## src/rtl/shifter_multistep.sv

```systemverilog
// Iterative shifter that moves up to STEP bit positions per busy cycle. It uses the start/stalled/dst execute handshake.
// Optional rotate mode (ROR/ROL) is built only when SHIFTER_MULTISTEP_ROTATE_EN is defined.
module shifter_multistep #(
    parameter int WIDTH    = 32,
    parameter int SA_WIDTH = 5,
    parameter int STEP     = 4
) (
    input  logic                clk,
    input  logic                resetn,
    input  logic [WIDTH-1:0]    opB,
    input  logic [SA_WIDTH-1:0] sa,
    input  logic [2:0]          op,
    input  logic                start,
    input  logic [4:0]          dst,
    output logic                stalled,
    output logic [WIDTH-1:0]    result
);

    // One extra bit so that STEP == WIDTH == 2**SA_WIDTH is still representable.
    localparam logic [SA_WIDTH:0] STEP_W = (SA_WIDTH+1)'(STEP);

    logic                busy_q,  busy_d;
    logic [SA_WIDTH-1:0] count_q, count_d;
    logic [WIDTH-1:0]    shreg_q, shreg_d;
    logic                dir_q,   dir_d;
    logic                sext_q,  sext_d;
    logic                rot_q;
    logic                stall_q;

    logic                nop;
    logic                accept;
    logic [SA_WIDTH:0]   count_ext;
    logic [SA_WIDTH:0]   k;
    logic                last_step;
    logic [WIDTH-1:0]    stepped;

    assign nop       = (dst == 5'd0);
    assign accept    = start & ~stall_q & ~nop;
    assign count_ext = {1'b0, count_q};
    assign last_step = (count_ext <= STEP_W);
    assign k         = last_step ? count_ext : STEP_W;

    function automatic logic [WIDTH-1:0] shift1(
        input logic [WIDTH-1:0] v,
        input logic             dir,
        input logic             sext,
        input logic             rot
    );
        logic fill;
        if (dir) begin
            fill = rot ? v[0] : (sext & v[WIDTH-1]);
            return {fill, v[WIDTH-1:1]};
        end else begin
            fill = rot ? v[WIDTH-1] : 1'b0;
            return {v[WIDTH-2:0], fill};
        end
    endfunction

`ifdef SHIFTER_MULTISTEP_ROTATE_EN
    logic rot_d;

    always_ff @(posedge clk or negedge resetn) begin
        if (!resetn) rot_q <= 1'b0;
        else         rot_q <= rot_d;
    end

    always_comb begin
        rot_d = rot_q;
        if (!busy_q && accept) rot_d = op[2];
    end
`else
    logic unused_rot;

    // Without rotate support op[2] is dropped: 101 acts as SRL, 100 as SLL.
    assign rot_q      = 1'b0;
    assign unused_rot = op[2];
`endif

    // A chain of STEP single-bit stages, each enabled while its index is below k.
    always_comb begin
        stepped = shreg_q;
        for (int i = 0; i < STEP; i++) begin
            if ((SA_WIDTH+1)'(i) < k) stepped = shift1(stepped, dir_q, sext_q, rot_q);
        end
    end

    // State register
    always_ff @(posedge clk or negedge resetn) begin
        if (!resetn) begin
            busy_q  <= 1'b0;
            count_q <= '0;
            shreg_q <= '0;
            dir_q   <= 1'b0;
            sext_q  <= 1'b0;
            stall_q <= 1'b0;
        end else begin
            busy_q  <= busy_d;
            count_q <= count_d;
            shreg_q <= shreg_d;
            dir_q   <= dir_d;
            sext_q  <= sext_d;
            stall_q <= stalled;
        end
    end

    // Next state
    always_comb begin
        busy_d  = busy_q;
        count_d = count_q;
        shreg_d = shreg_q;
        dir_d   = dir_q;
        sext_d  = sext_q;
        if (!busy_q) begin
            if (accept) begin
                shreg_d = opB;
                count_d = sa;
                dir_d   = op[0];
                sext_d  = op[1];
                busy_d  = (sa != '0);
            end
        end else begin
            shreg_d = stepped;
            count_d = count_q - k[SA_WIDTH-1:0];
            if (last_step) busy_d = 1'b0;
        end
    end

    // Outputs
    always_comb begin
        stalled = accept | busy_q;
        result  = shreg_q;
    end

endmodule
```

## config.mk

```make
export PLATFORM = sky130hd
export DESIGN_NAME = shifter_multistep
export DESIGN_NICKNAME = d
export VERILOG_FILES = /design/src/rtl/shifter_multistep.sv
export SDC_FILE = /design/constraint.sdc
export NUM_CORES = 1
export LEC_CHECK = 0
export ABC_CLOCK_PERIOD_IN_PS = 3800
export BUFFER_PORTS_ARGS = -buffer_cell sky130_fd_sc_hd__buf_2
export CAP_MARGIN = 0
export CORE_MARGIN = 2
export CORE_UTILIZATION = 45
export CTS_CLUSTER_DIAMETER = 100
export DETAILED_ROUTE_END_ITERATION = 6
export PLACE_DENSITY_LB_ADDON = 0.3
export SYNTH_ARGS = -nofsm -noshare
export SYNTH_HDL_FRONTEND = slang
export SYNTH_SLANG_ARGS = --single-unit
```

## constraint.sdc

```tcl
create_clock -name clk -period 3.8 [get_ports clk]
set_input_delay 0 -clock clk [delete_from_list [all_inputs] [get_ports clk]]
set_output_delay 0 -clock clk [all_outputs]
set_load 0.005 [all_outputs]
```

; Yosys cells after proc, flatten, opt, wreduce, memory -nomap -nowiden
; Index checks and enable logic that the tools add are counted.
[word_totals]
out_inout_bits = 33
wordCells = 42
input_bits = 48
ff_bits = 41
[op_classes]
n_reduce_logical = 4
n_lt_le_gt_ge = 5
mux = 16
n_addsub = 1
bitwise = 10
[op_table]
columns = operator, n
row1 = 2-to-1 mux 32 bit, 10
row2 = 2-to-1 mux 5 bit, 3
row3 = < comparator 1 x 5 -> 1 bit (first input constant), 2
row4 = < comparator 2 x 5 -> 1 bit (first input constant), 2
row5 = AND 1 bit, 6
row6 = <= comparator 5 x 3 -> 1 bit (second input constant), 1
row7 = zero test 5 bit, 1
row8 = nonzero test 5 bit, 1
row9 = subtractor 5 bit, 1
row10 = 2-to-1 mux 1 bit, 3
row11 = NOT 1 bit, 3
row12 = AND reduction 2 bit, 1
row13 = nonzero test 2 bit, 1
row14 = OR 1 bit, 1

; Longest topological paths before layout
[logic_depth]
word_depth = 14
depth_mapped = 11
depth_no_buf = 7

; Worst setup path after synthesis
; Ideal clock, no wire load.
[synth_path]
path_type = reg-to-reg
start = register count_q[2]
end = register count_q[2]
setup_ns = 0.135
t_required_ns = 3.665
slack_ns = 1.290
path_buffers = 4
period_less_slack_ns = 2.510
stages_incl_launch_ff = 11
arrival_ns = 2.375
path_cell_list = dfrtp_1 buf_2 or3_1 clkbuf_1 clkbuf_1 buf_1 nand2_1 ha_1 or4_1 nand3_1 o21ai_0
[synth_via]
elab_chain_cells = 4
[synth_rtl]
columns = item, line_no
row1 = start: declaration, 23  ; logic [SA_WIDTH-1:0] count_q, count_d;
row2 = start signal: assignment, 98  ; count_q <= count_d;
row3 = <= comparator 5 x 3 -> 1 bit, 40  ; assign last_step = (count_ext <= STEP_W);
row4 = 2-to-1 mux 5 bit, 41  ; assign k = last_step ? count_ext : STEP_W;
row5 = subtractor 5 bit (*), 123  ; count_d = count_q - k[SA_WIDTH-1:0];
row6 = 2-to-1 mux 5 bit (*), 113  ; if (!busy_q) begin
; Every way passes the cells marked *; elsewhere a longest branch is shown, timed or not.
; A chain may end at the register's enable or synchronous reset.

; Final worst setup path
[layout_path]
start = register count_q[4]
end = register shreg_q[30], in the netlist result[30]
[layout_via]
elab_chain_cells = 13
word_cells_on_any_way = 16
classes_between = order compare (5) / mux (9) / bitwise (2)
[layout_rtl]
columns = item, line_no
row1 = <= comparator 5 x 3 -> 1 bit, 40
row2 = 2-to-1 mux 5 bit (*), 41
row3 = < comparator 1 x 5 -> 1 bit, 83  ; if ((SA_WIDTH+1)'(i) < k) stepped = shift1(stepped, dir_q, sext_q, rot_q);
row4 = 2-to-1 mux 32 bit, 83
row5 = AND 1 bit, 51  ; fill = rot ? v[0] : (sext & v[WIDTH-1]);
row6 = 2-to-1 mux 32 bit, 50  ; if (dir) begin
row7 = 2-to-1 mux 32 bit, 83
row8 = AND 1 bit, 51
row9 = 2-to-1 mux 32 bit, 50
row10 = 2-to-1 mux 32 bit, 83
row11 = 2-to-1 mux 32 bit, 50
row12 = 2-to-1 mux 32 bit (*), 83
row13 = 2-to-1 mux 32 bit (*), 113
row14 = end signal: assignment, 99  ; shreg_q <= shreg_d;
row15 = end: declaration, 24  ; logic [WIDTH-1:0] shreg_q, shreg_d;
; Marks and branches as above.

==> metrics.txt <==
status=complete, but fails checks; failing checks=negative hold slack; CTS H-Tree Depth=2; clock tree from TritonCTS=yes; vias in the first global route=roughly 4800; Fin Hold WS=-0.00178 ns; crit path DAT=2.96 ns; starting density of the core=45.9%; share of layout cells above drive strength 1=19.4%; crit start category=flop; Slew Limit Fails=0; drt total wl=15.2 mm; vias post-DR=~5200; top_reg_cell synth=dfrtp_1; register bit total from synthesis=41; Ports=between 80 and 90; initial antenna violation count=0; die width=103 microns; gr usage total=28.8%; Core Util, Final=between 50% and 60%; RSZ-0062 raised after global routing=false; slowest CP cell=dfrtp_1; Max Buffers Root-to-Sink=2; CTS resizes=0; setup TNS=0 ns; CTS Sinks=41; mean routed wirelength per cell=19.4 microns; # DRC=0; worst-margin pin slew=0.982 ns; first-pass GRT wire length=24.4 mm; Final min period=between 2 and 3 ns; Pwr Total=around 5.1 mW; Final Non-Filler Cells=783; CP cell instances=nor4_4 > buf_4 > nand2b_1 > a221oi_1 > a2bb2oi_1 > a211oi_1 > o32a_1; Synth warnings=0; Slew headroom=~35%; Setup-failing EPs final=0; DR vias/cell=6.62; Final Cycle Share=between 70 and 80%; nets=about 700; Die ar.=between 10000 and 15000 sq um; CTS Buf Count=5; clock skew=0.00483 ns; Critical Path RT=roughly 4 ns; Leak=2.14 nW; post-route setup slack=between 1 and 1.5 ns; Worst-Skew Late Latency=0.31 ns; fmax=between 0.3 and 0.4 GHz; crit path capture type=flop; Final Instance Area=between 5000 and 6000 sq um; kind of critical path=flop to flop; Iter 0 DRT Violations=608; Worst Path Max Fanout=24; clk root buf=clkbuf_8; Area growth syn-to-layout=13.4%; clock-pin slew on the worst setup and hold paths=~0.090 ns; Post-synth EDFFs=0; Seq/Total Area, Yosys=23.1%; pin count of the biggest net entering global routing=56; Std-Cell Rows=36; Worst Path Buf+Inv=1; ANT nets after route=0; Synth Cell Area=4440 sq um; Syn Area/Cell=7.37 sq um; asr flop ratio synth=100%; Largest stage delay, worst path=0.52 ns; Detail Placement HPWL=9.86 mm; DR pass1 iterations=6; number of antenna repair diodes=0; Core Region=9680 sq um; Crit path max-delay family=compound AO/OA/AOI/OAI gates; Post-Place Setup Slack=1.14 ns; final hold violations=2; largest vdd supply drop=between 0.4 and 0.5 mV; Power Density=1010 nW/um^2; dpl cell area=4810 sq um; Max-Cap Viols=0; post-synthesis net count=approximately 650; Syn Inst Count=603; dpl cells=roughly 760; Vert. Die Dim=103 microns; final RePlAce weighted congestion=about 0.94; total grt overflow=0; Port Buffers=between 70 and 80; library cells used by synthesis=70; Hold WC Path Type=primary input to flop
-- layout make-up --
class	instances	area [sq um]
fill	969	4650
clock buffer	7	86.3
timing repair buffer	103	616
sequential	41	1030
tap	133	166
multi-input combinational	493	3090
clock inverter	1	30.0
inverter	5	18.8
-- tightest hold or removal path, delay by kind of cell --
family / cells / cell delay [ns]
AO/OA/AOI/OAI: 1 / 0.13
buffers and inverters: 1 / 0.07
multiplexers: 1 / 0.06
-- what timing repair did --
item / CTS / global route
endpoints found under the hold margin: 52 / 0
setup buffers: 0 / 0
hold buffers: 11 / 0
-- where the power goes --
group	switching, mW	total, mW	internal, mW	leakage [nW]
combinational	2.10	3.49	1.39	1.59
clock	0.174	0.389	0.215	0.0585
sequential	0.566	1.23	0.661	0.492
total	2.84	5.10	2.26	2.14
-- kinds of logic (layout without fill, tap and decap cells) --
logic type / Yosys count / after routing / synth area share [%]
AOI/OAI and AO/OA: 213 / 213 / 33.0
adders and majority gates: 1 / 1 / 0.282
buffers and inverters: 69 / 116 / 7.46
DFF: 41 / 41 / 23.1
muxes: 48 / 48 / 11.4
other: 1 / 1 / 0.0844
and+or+nand+nor: 230 / 230 / 24.6
-- flip-flops by register name, summed over array words and instances, names as in the netlist --
register,cells
count_q,5
result,32
dir_q,1
stall_q,1
sext_q,1
busy_q,1
-- synth_stat cells (all sizes together), types with 3 or more instances --
library cell / instances / area [sq um]
dfrtp: 41 / 1030
o2111ai: 4 / 35.0
o22ai: 6 / 37.5
a221oi: 3 / 26.3
nand4: 5 / 31.3
o32ai: 5 / 43.8
buf: 31 / 189
o221ai: 5 / 43.8
o211ai: 11 / 82.6
or4: 4 / 33.8
nand2b: 17 / 106
nand2: 78 / 293
a21oi: 50 / 254
o21a: 3 / 22.5
mux2: 9 / 101
inv: 5 / 18.8
a311o: 3 / 30.0
a311oi: 9 / 91.3
nor2: 63 / 255
nor4: 3 / 33.8
or3: 6 / 37.5
a32oi: 3 / 26.3
nor3: 14 / 70.1
a211oi: 24 / 180
mux2i: 38 / 380
a21o: 3 / 22.5
and2: 6 / 37.5
a211o: 4 / 35.0
nor2b: 4 / 25.0
o21ai: 40 / 208
a31oi: 18 / 113
nand3: 23 / 115
clkbuf: 33 / 124
-- cells in the final DEF, fill, tap and decap left out, types with 4 or more instances in the layout --
master	synthesis	layout
nand2b_1	17	17
buf_4	3	12
and2_1	6	6
nor2_1	61	61
a211oi_1	24	24
mux2_2	9	9
a21oi_1	49	49
nor2b_1	4	4
o211ai_1	11	11
nand4_1	5	5
or3_1	6	6
o32ai_1	5	5
o221ai_1	5	5
mux2i_1	38	38
nand2_1	78	78
nor3_1	14	14
o22ai_1	6	6
dfrtp_1	41	38
buf_2	19	79
clkbuf_8	0	6
o21ai_0	33	33
a211o_1	4	4
nand3_1	23	23
inv_1	4	4
a311oi_1	7	7
o2111ai_1	4	4
o21ai_1	5	5
dlygate4sd3_1	0	11
a31oi_1	18	18
-- final timing paths --
path / startpoint / to / slack [ns] / cells past startpoint
worst max-delay path: count_q[4]$_DFFE_PN0P_ / result[30]$_DFFE_PN0P_ / 1.03 / 7
worst min-delay path: opB[7] / result[7]$_DFFE_PN0P_ / -0.002 / 3
worst max register to register: count_q[4]$_DFFE_PN0P_ / result[30]$_DFFE_PN0P_ / 1.03 / 7
worst min register to register: sext_q$_DFFE_PN0P_ / sext_q$_DFFE_PN0P_ / 0.67 / 1
max in group asynchronous: resetn / dir_q$_DFFE_PN0P_ / 2.75 / 2
min in group asynchronous: resetn / result[0]$_DFFE_PN0P_ / 0.39 / 2
-- layer usage --
layer  wire [microns]  vias to the layer above  track usage, %
li1                 -                     2364               -
met1             6210                     2432            38.7
met2             6940                      342            46.5
met3             1600                       47            5.31
met4              442                        0            10.0
met5                0                        -               0
(Power assumes the default switching activity.)
